<file path="src/rtl/tanh_series_unit.sv">
// tanh_series_unit: iterative Horner-series tanh/sigmoid on a signed Q operand, one shared multiplier
module tanh_series_unit #(
  parameter int W = 16,
  parameter int FRAC = 14,
  parameter int TERMS = 4,
  parameter int XSAT = 24576
) (
  input  logic         clk,
  input  logic         rst,
  input  logic         start,
  input  logic [W-1:0] Xbus,
  input  logic         mode,
  output logic         ready,
  output logic         done,
  output logic [W-1:0] Rbus
);
  localparam int AW = W + 2;
  localparam int PW = 2 * AW;
  localparam longint ONE_L = longint'(1) << FRAC;
  localparam longint C1 = -((2 * ONE_L + 3) / 6);
  localparam longint C2 = (4 * ONE_L + 15) / 30;
  localparam longint C3 = -((34 * ONE_L + 315) / 630);
  localparam longint C4 = (124 * ONE_L + 2835) / 5670;
  localparam logic signed [AW:0] ONEV = (AW+1)'(ONE_L);
  localparam logic signed [AW:0] TSAT = (AW+1)'(ONE_L - 1);
  localparam logic signed [AW:0] MAXV = (AW+1)'((longint'(1) << (W-1)) - 1);
  localparam logic signed [AW:0] MINV = (AW+1)'(-(longint'(1) << (W-1)));
  localparam logic [W:0] XS = (W+1)'(XSAT);
  typedef enum logic [2:0] {IDLE, SQR, HORN, MULX, FIN} state_t;
  state_t st, nx;
  logic signed [W-1:0] xs, xn, xe;
  logic [W:0] ax;
  logic md, sat;
  logic signed [AW-1:0] x2, acc, xw, mul_a, mul_b, mres;
  logic signed [PW-1:0] prod;
  logic signed [AW:0] tf, sg;
  logic [2:0] k;
  function automatic logic signed [AW-1:0] coef(input logic [2:0] i);
    return i == 3'd0 ? AW'(ONE_L) :
           i == 3'd1 ? AW'(C1) :
           i == 3'd2 ? AW'(C2) :
           i == 3'd3 ? AW'(C3) : AW'(C4);
  endfunction
  assign xs = $signed(Xbus);
  assign xn = mode ? xs >>> 1 : xs;
  assign ax = xn[W-1] ? -{xn[W-1], xn} : {xn[W-1], xn};
  assign xw = {{2{xe[W-1]}}, xe};
  assign mul_a = st == SQR ? xw : acc;
  assign mul_b = st == HORN ? x2 : xw;
  assign prod = mul_a * mul_b;
  assign mres = AW'(prod >>> FRAC);
  // most-negative Xbus saturates even when halving for sigmoid brings it under XSAT
  assign tf = sat ? (xe[W-1] ? -TSAT : TSAT) : {acc[AW-1], acc};
  assign sg = md ? (ONEV + tf) >>> 1 : tf;
  assign ready = st == IDLE;
  always_comb begin
    nx = st;
    case (st)
      IDLE: nx = start ? SQR : IDLE;
      SQR:  nx = TERMS > 1 ? HORN : MULX;
      HORN: nx = k == 3'd0 ? MULX : HORN;
      MULX: nx = FIN;
      default: nx = IDLE;
    endcase
  end
  always_ff @(posedge clk or posedge rst)
    if (rst) st <= IDLE;
    else st <= nx;
  always_ff @(posedge clk or posedge rst)
    if (rst) begin
      xe <= '0;
      md <= 1'b0;
      sat <= 1'b0;
      x2 <= '0;
      acc <= '0;
      k <= '0;
      done <= 1'b0;
      Rbus <= '0;
    end else begin
      done <= st == FIN;
      case (st)
        IDLE: if (start) begin
          xe <= xn;
          md <= mode;
          sat <= (Xbus == {1'b1, {(W-1){1'b0}}}) || (ax >= XS);
        end
        SQR: begin
          x2 <= mres;
          acc <= coef(3'(TERMS - 1));
          k <= 3'(TERMS - 2);
        end
        HORN: begin
          acc <= coef(k) + mres;
          k <= k - 3'd1;
        end
        MULX: acc <= mres;
        FIN: Rbus <= sg > MAXV ? MAXV[W-1:0] : sg < MINV ? MINV[W-1:0] : sg[W-1:0];
        default: ;
      endcase
    end
endmodule

</file>
<file path="config.mk">
export PLATFORM = sky130hd
export DESIGN_NAME = tanh_series_unit
export DESIGN_NICKNAME = d
export VERILOG_FILES = /design/src/rtl/tanh_series_unit.sv
export SDC_FILE = /design/constraint.sdc
export NUM_CORES = 1
export LEC_CHECK = 0
export CORE_MARGIN = 5
export CORE_UTILIZATION = 55
export CTS_CLUSTER_SIZE = 24
export DETAILED_ROUTE_END_ITERATION = 8
export PLACE_DENSITY = 0.72
export SLEW_MARGIN = 0
export SYNTH_ARGS = -nofsm -noshare
export SYNTH_HDL_FRONTEND = slang
export SYNTH_SLANG_ARGS = --single-unit
</file>
<file path="constraint.sdc">
create_clock -name clk -period 11.9 [get_ports clk]
set_input_delay 1.19 -clock clk [delete_from_list [all_inputs] [get_ports clk]]
set_output_delay 1.19 -clock clk [all_outputs]
set_load 0.03 [all_outputs]
</file>
# == Word-level counts from Yosys, hierarchy flattened ==
# Cells that the tools add are included.
# W data, S select, Z words.
# op_classes
bitwise_logic,0
add_sub_neg,4
reduce_logical,6
div,0
n_eq_ne,8
magnitude_cmp,3
mul,1
n_shift,0
muxes,18
# ops
operator,count
$mux W18,6
$mux W19,3
$pmux W18 S3,1
$mul A18 B18 Y32,1
$mux W16,2
$add A16 B19 Y19 const A,1
$gt A19 B16 Y1 const B,1
$lt A19 B16 Y1 const B,1
$add A18 B18 Y18,1
$ge A17 B15 Y1 const B,1
$mux W17,1
$neg A17 Y17,1
$eq A16 B16 Y1 const B,1
$mux W15,1
$eq A3 B2 Y1 const B,4
$pmux W3 S4,1
$eq A3 B1 Y1 const B,2
$logic_not A3 Y1,2
$pmux W3 S2,1
$eq A3 B3 Y1 const B,1
$reduce_bool A3 Y1,1
$sub A3 B1 Y3 const B,1
$mux W1,2
$reduce_and A2 Y1,1
other kinds (2),2
# totals
mem_bits_rw,0
mem_bits_ro,0
latch_bits,0
mem_count,0
inputBits,20
elab_cells,49
out_inout_bits,18
regBits,77

# == Longest topological paths before layout ==
# depth
ltp_word,7
ltp_mapped,41
mapped_depth_nobuf,37

# == Worst setup path after synthesis ==
# OpenSTA, ideal clock, no wires.
# synth_timing
kind,register -> register
start,register st[2]
end,register acc[17]
t_arrival_ns,9.191
stages_incl_launch_ff,38
synth_period_minus_slack_ns,9.326
n_path_buf,4
path_slack_ns,2.574
t_required_ns,11.765
setup_ns,0.135
cell_sequence,dfrtp_1 -> buf_2 -> nor3b_2 -> buf_2 -> buf_1 -> mux2i_1 -> clkbuf_1 -> nor2_1 -> fa_1 -> inv_1 -> fa_1 -> fa_1 -> fa_1 -> inv_1 -> fa_1 -> inv_1 -> fa_1 -> inv_1 -> (+2 left out) -> nor4b_1 -> a31oi_4 -> a31oi_1 -> nand3_1 -> o21ai_1 -> xnor2_1 -> inv_1 -> ha_1 -> o21ai_0 -> nand2b_1 -> a21oi_1 -> nor4b_1 -> o31ai_1 -> a31oi_1 -> nand4_1 -> a31oi_1 -> xnor2_1 -> a21oi_1
# synth_between
elab_chain_cells,5
word_cells_on_any_way,9
classes_between,add/sub: 1; mul: 1; eq/ne: 3; mux: 3; reduce/logical: 1
# synth_rtl
item,line_no,source
"start, declared",30,"state_t st, nx;"
"start signal, assigned",68,else st <= nx;
$eq A3 B1 Y1 / $eq A3 B2 Y1 (equally long branches),"48, 49",
$mux W18 (on tied branches),"48, 49",
$mul A18 B18 Y32 (*),50,assign prod = mul_a * mul_b;
net prod[23],35,logic signed [PW-1:0] prod;
$add A18 B18 Y18 (*),93,acc <= coef(k) + mres;
$pmux W18 S3 (*),81,case (st)
"end signal, assigned",89,acc <= coef(3'(TERMS - 1));
"end signal, assigned",93,
"end signal, assigned",96,MULX: acc <= mres;
"end, declared",34,"logic signed [AW-1:0] x2, acc, xw, mul_a, mul_b, mres;"
# Mark *: on every way through the listed nets, which the timed path passes. The rest lies on a longest branch.
# A chain may end at the register's enable or synchronous reset.

# == Final worst setup path ==
# Same ends and word-level chain as after synthesis.

==> reports/metrics.yaml <==
run_status:
  status: "finished with violations"
  violations: "capacitance limit, slew limit"
sta:
  rsz0062_at_grt: "no"
  worst_pin_slew_ps: 1480
  skew_ps: 4.89
  fin_crit_ps: 10610
  period_share: 0.892
  setup_violations: 0
  hold_viol: 0
  fin_tns_setup_ps: 0
  slew_violations: 1
  fmax_ghz: 0.0942
  max_slew_margin: -0.0131
clock_tree:
  clk-insertion-delay-late_ps: 350
  cts_root_buf: "clkbuf_16"
  cts.sinks: 77
  cts_tree: "yes"
  post_cts_buffers: 0
  ctsResizeCount: 0
  htreeDepth: 3
  cts_max_path_buffers: 2
  clkTransAtPathRegs_ps: 70
  hold_buffers: 0
  cts_buffers: 9
logic_synthesis:
  yosysWarnings: 0
  syn_area_um2: 15700
  synth_seq_cells: 77
  syn_inst: 1828
  async_flop_share: 1.00
  ys.flop_type: "dfrtp_1"
  yosys.cell_types.count: 65
  syn_avg_cell_area_um2: 8.59
  seq_area_frac_synth: 0.123
  synth_edf_count: 0
  syn-num-nets: 2250
drt:
  via_per_inst: 5.66
  wl_per_cell_um: 19.5
  antenna_violating_nets_post_route: 0
  drt_pass1_iterations: 6
  route.vias.total: 12600
  drt_iter0_drc: 965
  wl_um: 43400
  drc: 0
cells_and_area:
  multiInputGateArea_um2: 12200
  diodes: 0
  drive_above_1_share: 0.0384
  nFillCells: 2521
  synthToLayoutAreaGrowth_pct: 7.13
  num-nets-final: 2265
  seqCellArea_um2: 1930
global_route:
  grt_max_degree: 78
  track_usage: 0.290
  overflow: 0
  antenna_found_initial: 0
  grt_pass1_vias: 13400
  grt_pass1_wl_um: 72000
critical_path:
  path_class: "reg2reg"
  path_max_fanout: 20
  worst_ep_arrival_time_ps: 10800
  cpMostUsedCell: "fa_1"
  end_kind: "flop"
  cp_slowest_stage_delay_ps: 1120
  worst_ep_required_time_ps: 12090
  worst_setup_path_start_kind: "flop"
  slowest_stage: "mux2i_1"
floorplanning:
  fp.dieH_um: 179
  io_pins: 38
  core_area_um2: 28000
  start_util: 0.561
  die-area_um2: 32000
  rows: 61
  die_w_um: 179
placed_design:
  dpl.hpwl_um: 35300
  place_congestion: 0.992
  portBuffers: 37
hold_path:
  hold_class: "reg2reg"
flow_run:
  max_cap_viol_count: 1
synth_stat cells, types with 7 or more instances:
cell      count  share of area
o22a_1       12         0.0067
mux2i_1      63          0.040
nor2b_1       7         0.0028
nand2b_1      9         0.0036
or2_2         7         0.0028
nand3_1       9         0.0029
dfrtp_1      77           0.12
nor2_1      259          0.062
fa_1        296           0.38
nand2_1     269          0.064
a211oi_1      7         0.0033
xnor2_1      38          0.021
a21oi_1      78          0.025
inv_1       360          0.086
a31oi_1      10         0.0040
o21ai_0      21         0.0067
ha_1        106          0.084
xor2_1       11         0.0061
o21ai_1      17         0.0054
nor3_1       10         0.0032
clkbuf_1     54          0.013
a21o_1        9         0.0043
and3_1        7         0.0028
critical path: cells and delay by family, from the launching register on:
family	cells	cell delay, ps
buffers and inverters	5	300
DFF	1	510
muxes	1	1120
adders and majority gates	8	3680
AOI/OAI and AO/OA	11	2520
xor gates and xnor gates	2	470
and+or+nand+nor	7	1830
cell families after synthesis:
kind of cell               share of synthesized area
and+or+nand+nor                                0.162
buffers and inverters                          0.102
DFF                                            0.123
xor gates and xnor gates                      0.0273
muxes                                         0.0473
adders and majority gates                      0.462
AOI/OAI and AO/OA                             0.0760
layer usage:
| layer | wire length, µm | up-vias | track usage |
|---|---|---|---|
| li1 | - | 5649 | - |
| met1 | 18200 | 6321 | 0.410 |
| met2 | 20100 | 539 | 0.461 |
| met3 | 3610 | 98 | 0.0472 |
| met4 | 1510 | 0 | 0.0934 |
| met5 | 0 | - | 0 |
through the flow:
| step | cell area (µm²) | cells | setup WS [ps] | hold WS [ps] | utilization |
|---|---|---|---|---|---|
| after floorplan | 15700 | 1828 | 2570 | 446 | - |
| after global placement | 16500 | 2210 | 1730 | 461 | 0.590 |
| after detailed placement | 16500 | 2210 | 1400 | 465 | 0.590 |
| after CTS | 16800 | 2226 | 1370 | 481 | 0.601 |
| after global routing | 16800 | 2226 | 596 | 513 | 0.601 |
| final | 16800 | 2226 | 1290 | 480 | 0.601 |
placed cells by master, fill, tap and decap left out, types with 7 or more instances in the layout:
| master | n |
|---|---|
| a211oi_1 | 7 |
| a21o_1 | 9 |
| a21oi_1 | 78 |
| a31oi_1 | 10 |
| and3_1 | 7 |
| buf_4 | 30 |
| clkbuf_16 | 9 |
| clkdlybuf4s50_1 | 37 |
| dfrtp_1 | 77 |
| fa_1 | 296 |
| ha_1 | 106 |
| inv_1 | 359 |
| mux2i_1 | 63 |
| nand2_1 | 269 |
| nand2b_1 | 9 |
| nand3_1 | 9 |
| nor2_1 | 259 |
| nor2b_1 | 7 |
| nor3_1 | 10 |
| o21ai_0 | 21 |
| o21ai_1 | 17 |
| o22a_1 | 12 |
| or2_2 | 7 |
| xnor2_1 | 38 |
| xor2_1 | 11 |
layout make-up:
type | instances | area share
clock buffer | 9 | 0.0134
inverter | 361 | 0.0806
multi-input combinational | 1327 | 0.724
timing repair buffer | 67 | 0.0354
tap | 378 | 0.0281
sequential | 77 | 0.115
clock inverter | 7 | 0.00394
final timing paths:
| kind | startpoint | to | slack (ps) | depth (start not counted) |
|---|---|---|---|---|
| min in group asynchronous | rst | xe[15] | 1470 | 3 |
| hold reg to reg | x2[7] | x2[7] | 480 | 2 |
| hold / removal | x2[7] | x2[7] | 480 | 2 |
| max in group asynchronous | rst | x2[8] | 9790 | 3 |
| setup / recovery | st[2] | acc[17] | 1290 | 34 |
| setup reg to reg | st[2] | acc[17] | 1290 | 34 |
flip-flops by register name, indices dropped and copies added, names as in the netlist:
| register | flops |
|---|---|
| Rbus | 16 |
| acc | 18 |
| done | 1 |
| k | 3 |
| md | 1 |
| sat | 1 |
| st | 3 |
| x2 | 18 |
| xe | 16 |
Power is left out: the tool's default activity adds up to more than one toggle a clock period on the data nets, which glitch-free logic cannot reach.
